File: config.mk
export PLATFORM = sky130hd
export DESIGN_NAME = event_demux
export DESIGN_NICKNAME = d
export VERILOG_FILES = /design/src/rtl/event_demux_pkg.sv /design/src/rtl/event_demux_slot.sv /design/src/rtl/event_demux.sv
export SDC_FILE = /design/constraint.sdc
export NUM_CORES = 1
export LEC_CHECK = 0
export BUFFER_PORTS_ARGS = -buffer_cell sky130_fd_sc_hd__buf_2
export CORE_AREA = 8 8 73 75
export DETAILED_ROUTE_END_ITERATION = 12
export DIE_AREA = 0 0 81 83
export PLACE_DENSITY_LB_ADDON = 0.25
export SYNTH_ARGS = -nofsm -noshare
export SYNTH_HDL_FRONTEND = slang
export SYNTH_SLANG_ARGS = --single-unit
File: constraint.sdc
create_clock -name clk -period 1.6 [get_ports clk]
set_input_delay 0.16 -clock clk [delete_from_list [all_inputs] [get_ports clk]]
set_output_delay 0.16 -clock clk [all_outputs]
set_load 0.03 [all_outputs]
File: src/rtl/event_demux_pkg.sv
// Shared route codes and default widths for the event demultiplexer.
// Optional counters are enabled by defining EVENT_DEMUX_COUNT_EN.
package event_demux_pkg;

    typedef enum logic [1:0] {
        SEL_A    = 2'b00,
        SEL_B    = 2'b01,
        SEL_BOTH = 2'b10,
        SEL_DROP = 2'b11
    } sel_e;

    localparam int DEFAULT_W  = 8;
    localparam int DEFAULT_CW = 8;

endpackage

File: src/rtl/event_demux_slot.sv
// One-entry valid/ready output register with an optional delivered-beat counter.
// The counter exists only when EVENT_DEMUX_COUNT_EN is defined; otherwise count is tied to 0.
module event_demux_slot
    import event_demux_pkg::*;
#(
    parameter int W  = DEFAULT_W,
    parameter int CW = DEFAULT_CW
) (
    input  logic          clk,
    input  logic          rst,
    input  logic          load,
    input  logic [W-1:0]  load_data,
    output logic          free,
    output logic [W-1:0]  out_data,
    output logic          out_valid,
    input  logic          out_ready,
    output logic [CW-1:0] count
);

    logic         valid_q, valid_d;
    logic [W-1:0] data_q, data_d;
    logic         drain;

    assign drain = valid_q & out_ready;
    // A slot draining this cycle can take a new beat in the same cycle.
    assign free  = ~valid_q | out_ready;

    // NOTE: every always_comb output gets a default first, so no latch can be inferred.
    always_comb begin
        valid_d = valid_q;
        data_d  = data_q;
        if (load) begin
            valid_d = 1'b1;
            data_d  = load_data;
        end else if (drain) begin
            valid_d = 1'b0;
        end
    end

    // NOTE: state flops use non-blocking assignments; reset is sampled on the clock edge.
    always_ff @(posedge clk) begin
        if (rst) begin
            valid_q <= 1'b0;
            data_q  <= '0;
        end else begin
            valid_q <= valid_d;
            data_q  <= data_d;
        end
    end

    assign out_valid = valid_q;
    assign out_data  = data_q;

`ifdef EVENT_DEMUX_COUNT_EN
    logic [CW-1:0] count_q, count_d;

    always_comb begin
        count_d = count_q;
        if (drain) count_d = count_q + CW'(1);
    end

    always_ff @(posedge clk) begin
        if (rst) count_q <= '0;
        else     count_q <= count_d;
    end

    assign count = count_q;
`else
    assign count = '0;
`endif

endmodule

File: src/rtl/event_demux.sv
// Routes each input beat to output A, B, both (all-or-nothing) or nowhere.
// Build option: EVENT_DEMUX_COUNT_EN enables the a_count/b_count delivered-beat counters.
module event_demux
    import event_demux_pkg::*;
#(
    parameter int W  = DEFAULT_W,
    parameter int CW = DEFAULT_CW
) (
    input  logic          clk,
    input  logic          rst,
    input  logic [W-1:0]  in_data,
    input  logic [1:0]    in_sel,
    input  logic          in_valid,
    output logic          in_ready,
    output logic [W-1:0]  a_data,
    output logic          a_valid,
    input  logic          a_ready,
    output logic [W-1:0]  b_data,
    output logic          b_valid,
    input  logic          b_ready,
    output logic [CW-1:0] a_count,
    output logic [CW-1:0] b_count
);

    sel_e sel;
    logic a_free, b_free;
    logic accept, load_a, load_b;

    assign sel = sel_e'(in_sel);

    // Broadcast waits for both slots so it can never land in only one.
    always_comb begin
        in_ready = 1'b1;
        case (sel)
            SEL_A:    in_ready = a_free;
            SEL_B:    in_ready = b_free;
            SEL_BOTH: in_ready = a_free & b_free;
            SEL_DROP: in_ready = 1'b1;
            default:  in_ready = 1'b1;
        endcase
    end

    assign accept = in_valid & in_ready;
    assign load_a = accept & ((sel == SEL_A) | (sel == SEL_BOTH));
    assign load_b = accept & ((sel == SEL_B) | (sel == SEL_BOTH));

    event_demux_slot #(.W(W), .CW(CW)) u_slot_a (
        .clk       (clk),
        .rst       (rst),
        .load      (load_a),
        .load_data (in_data),
        .free      (a_free),
        .out_data  (a_data),
        .out_valid (a_valid),
        .out_ready (a_ready),
        .count     (a_count)
    );

    event_demux_slot #(.W(W), .CW(CW)) u_slot_b (
        .clk       (clk),
        .rst       (rst),
        .load      (load_b),
        .load_data (in_data),
        .free      (b_free),
        .out_data  (b_data),
        .out_valid (b_valid),
        .out_ready (b_ready),
        .count     (b_count)
    );

endmodule

==> out/metrics.cfg <==
[worst_setup_path]
end_kind = output port
r2r_end = u_slot_a.out_valid$_SDFFE_PP0P_
reg2reg_depth = 6
r2r_slack_ns = 0.15
worst-path-max-fanout = 3
crit_family = flip-flops
path_cells = nand2b_4, a2111oi_4, nor2_1, buf_2
cpMaxStageDelayCell = dfxtp_1
arrival_ns = 1.34
path_class = reg -> out
critPathMaxStageDelay_ns = 0.38
start_kind = flip-flop
cp_data_required_time_ns = 1.44
r2r_start = u_slot_a.out_valid$_SDFFE_PP0P_
cp.buffers_inverters = 1

[timing]
skew_ns = 0.00167
finalSetupTns_ns = 0
fmax_mhz = 666
holdWs_ns = 0.201
setup_viol = 0
rsz0062_at_grt = no
min_period_ns = 1.50
fin_crit_sh = 0.938
slew_violations = 0
fin_ws_ns = 0.0993
finalHoldViolCount = 0

[min_path]
min_to = u_slot_b.out_data[7]$_SDFFE_PP0P_
hold_path.class = in -> reg
hold_depth = 3
hp-start = in_data[7]

[final_layout]
finish.instance_area_um2 = 1230
utilization = 0.293
final_cell_mix = buf_2, nand2b_1, dfxtp_1, mux2i_1, conb_1
n_fill_cell = 475
layout_commonest_cell = buf_2
final_cells = 187
layout-drive-gt1-share = 0.341
fin_nets = 157
area_growth_pct = 21.5
antenna_cells = 0

[clock_network]
clk_latency_ns = 0.25
path_clk_slew_ns = 0.06
cts_buffers = 3
cts_sinks = 18
cts_max_level = 1
clock_path_buffers = 2
cts_tree = yes
cts-root-buf = clkbuf_8

[route]
dr_total_vias = 709
finalWirelength_um = 2240
drtIter0Drc = 5
drc_errors = 0
wl_per_cell_um = 12.0
dr.pass1.iters = 3
vias_per_cell = 3.79
ant_nets = 0

[die]
start_util = 0.241
dieArea_um2 = 6720
ioPinCount = 50
rows = 24
coreArea_um2 = 4200
die_x_um = 81
die_h_um = 83

[outcome]
status = complete, no violations

[synth]
synthDistinctLibCells = 18
syn_inst = 99
yosys_warnings = 0
syn_area_um2 = 1010
synth_top_area_share = 0.356
ys_ff_latch = 18
synth_area_leaders = dfxtp_1, mux2i_1, nand2b_1
yosysTopAreaCell = dfxtp_1
synth.avg_cell_area_um2 = 10.2
ys_seq_area_frac = 0.356

[placed_design]
post-place-cells = 183
place_ws_ns = 0.0366
gp_congestion = 0.726
port_buffers = 33
placed_cell_area_um2 = 1180
hpwl_um = 1850

[power_and_ir_drop]
ir_worst_vdd_mv = 0.356
power_density_nw_per_um2 = 860
p_leak_nw = 0.599
total_power_mw = 1.06

[global_routing]
antenna_found_initial = 0
grt_start_max_net_pins = 27
grt_usage = 0.0662
grt_overflow = 0
grt_pass1_wl_um = 3600
grt_pass1_vias = 790

[job]
drv_cap = 0

[where the power goes]
group,internal [mW],switching (mW),total [mW]
Sequential,0.473,0.0134,0.486
Clock,0.167,0.140,0.307
Combinational,0.0897,0.176,0.266
Total,0.729,0.329,1.06
[layout make-up]
| type | count | area, um^2 | share of cell area |
|---|---|---|---|
| Clock buffer | 3 | 41.3 | 0.0335 |
| Inverter | 2 | 7.51 | 0.00610 |
| Multi-Input combinational cell | 74 | 554 | 0.450 |
| Sequential cell | 18 | 360 | 0.293 |
| Tap cell | 52 | 65.1 | 0.0528 |
| Timing Repair Buffer | 38 | 203 | 0.165 |
[worst min-delay path: cells and delay by family]
family	cells	cell delay [ns]
buffers and inverters	1	0.10
AND/OR/NAND/NOR	1	0.08
multiplexers	1	0.07
[cell usage after synthesis (all sizes together)]
library cell / n
nand2b: 25
nor2b: 2
inv: 2
clkbuf: 2
nand2: 1
buf: 18
a22o: 1
conb: 1
ha: 5
dfxtp: 18
o21ai: 1
mux2i: 16
o21ba: 2
a2111oi: 1
nor2: 2
nor3: 2
[state kept, by name, indices dropped and copies added (netlist names)]
register	flops
u_slot_a.out_data	8
u_slot_b.out_data	8
u_slot_a.out_valid	1
u_slot_b.out_valid	1
[cell families after synthesis]
family                   after synthesis  synth area share
buffers and inverters                 22             0.156
multiplexers                          16             0.158
AO/OA/AOI/OAI                          5            0.0605
AND/OR/NAND/NOR                       32             0.205
flip-flops                            18             0.356
adder cells (fa/ha/maj)                5            0.0617
other                                  1           0.00370
[worst max-delay path by stage]
stage                                          from  slack, ns  cells after the start                                end
floorplan           u_slot_a.out_valid$_SDFFE_PP0P_       0.06                      5    u_slot_a.out_valid$_SDFFE_PP0P_
global placement                          in_sel[0]       0.07                      8  u_slot_a.out_data[2]$_SDFFE_PP0P_
detailed placement                        in_sel[0]       0.04                      8  u_slot_b.out_data[5]$_SDFFE_PP0P_
CTS                 u_slot_a.out_valid$_SDFFE_PP0P_       0.01                      4                           in_ready
global route        u_slot_a.out_valid$_SDFFE_PP0P_      0.005                      4                           in_ready
finish              u_slot_a.out_valid$_SDFFE_PP0P_        0.1                      4                           in_ready
[timing repair]
action,CTS,global route
gates resized for setup,0,1
endpoints found under the setup margin,0,1
hold buffers,0,0
hold endpoints to repair,0,0
buffers inserted,0,1
[routing by layer]
layer	GRT usage	routed length (um)	vias to the layer above
met2	0.0978	933	35
met1	0.0848	1040	310
met4	0.0195	22	0
met5	0	0	-
li1	-	-	361
met3	0.0269	235	3
No activity file was read; power rests on OpenSTA's default activity.
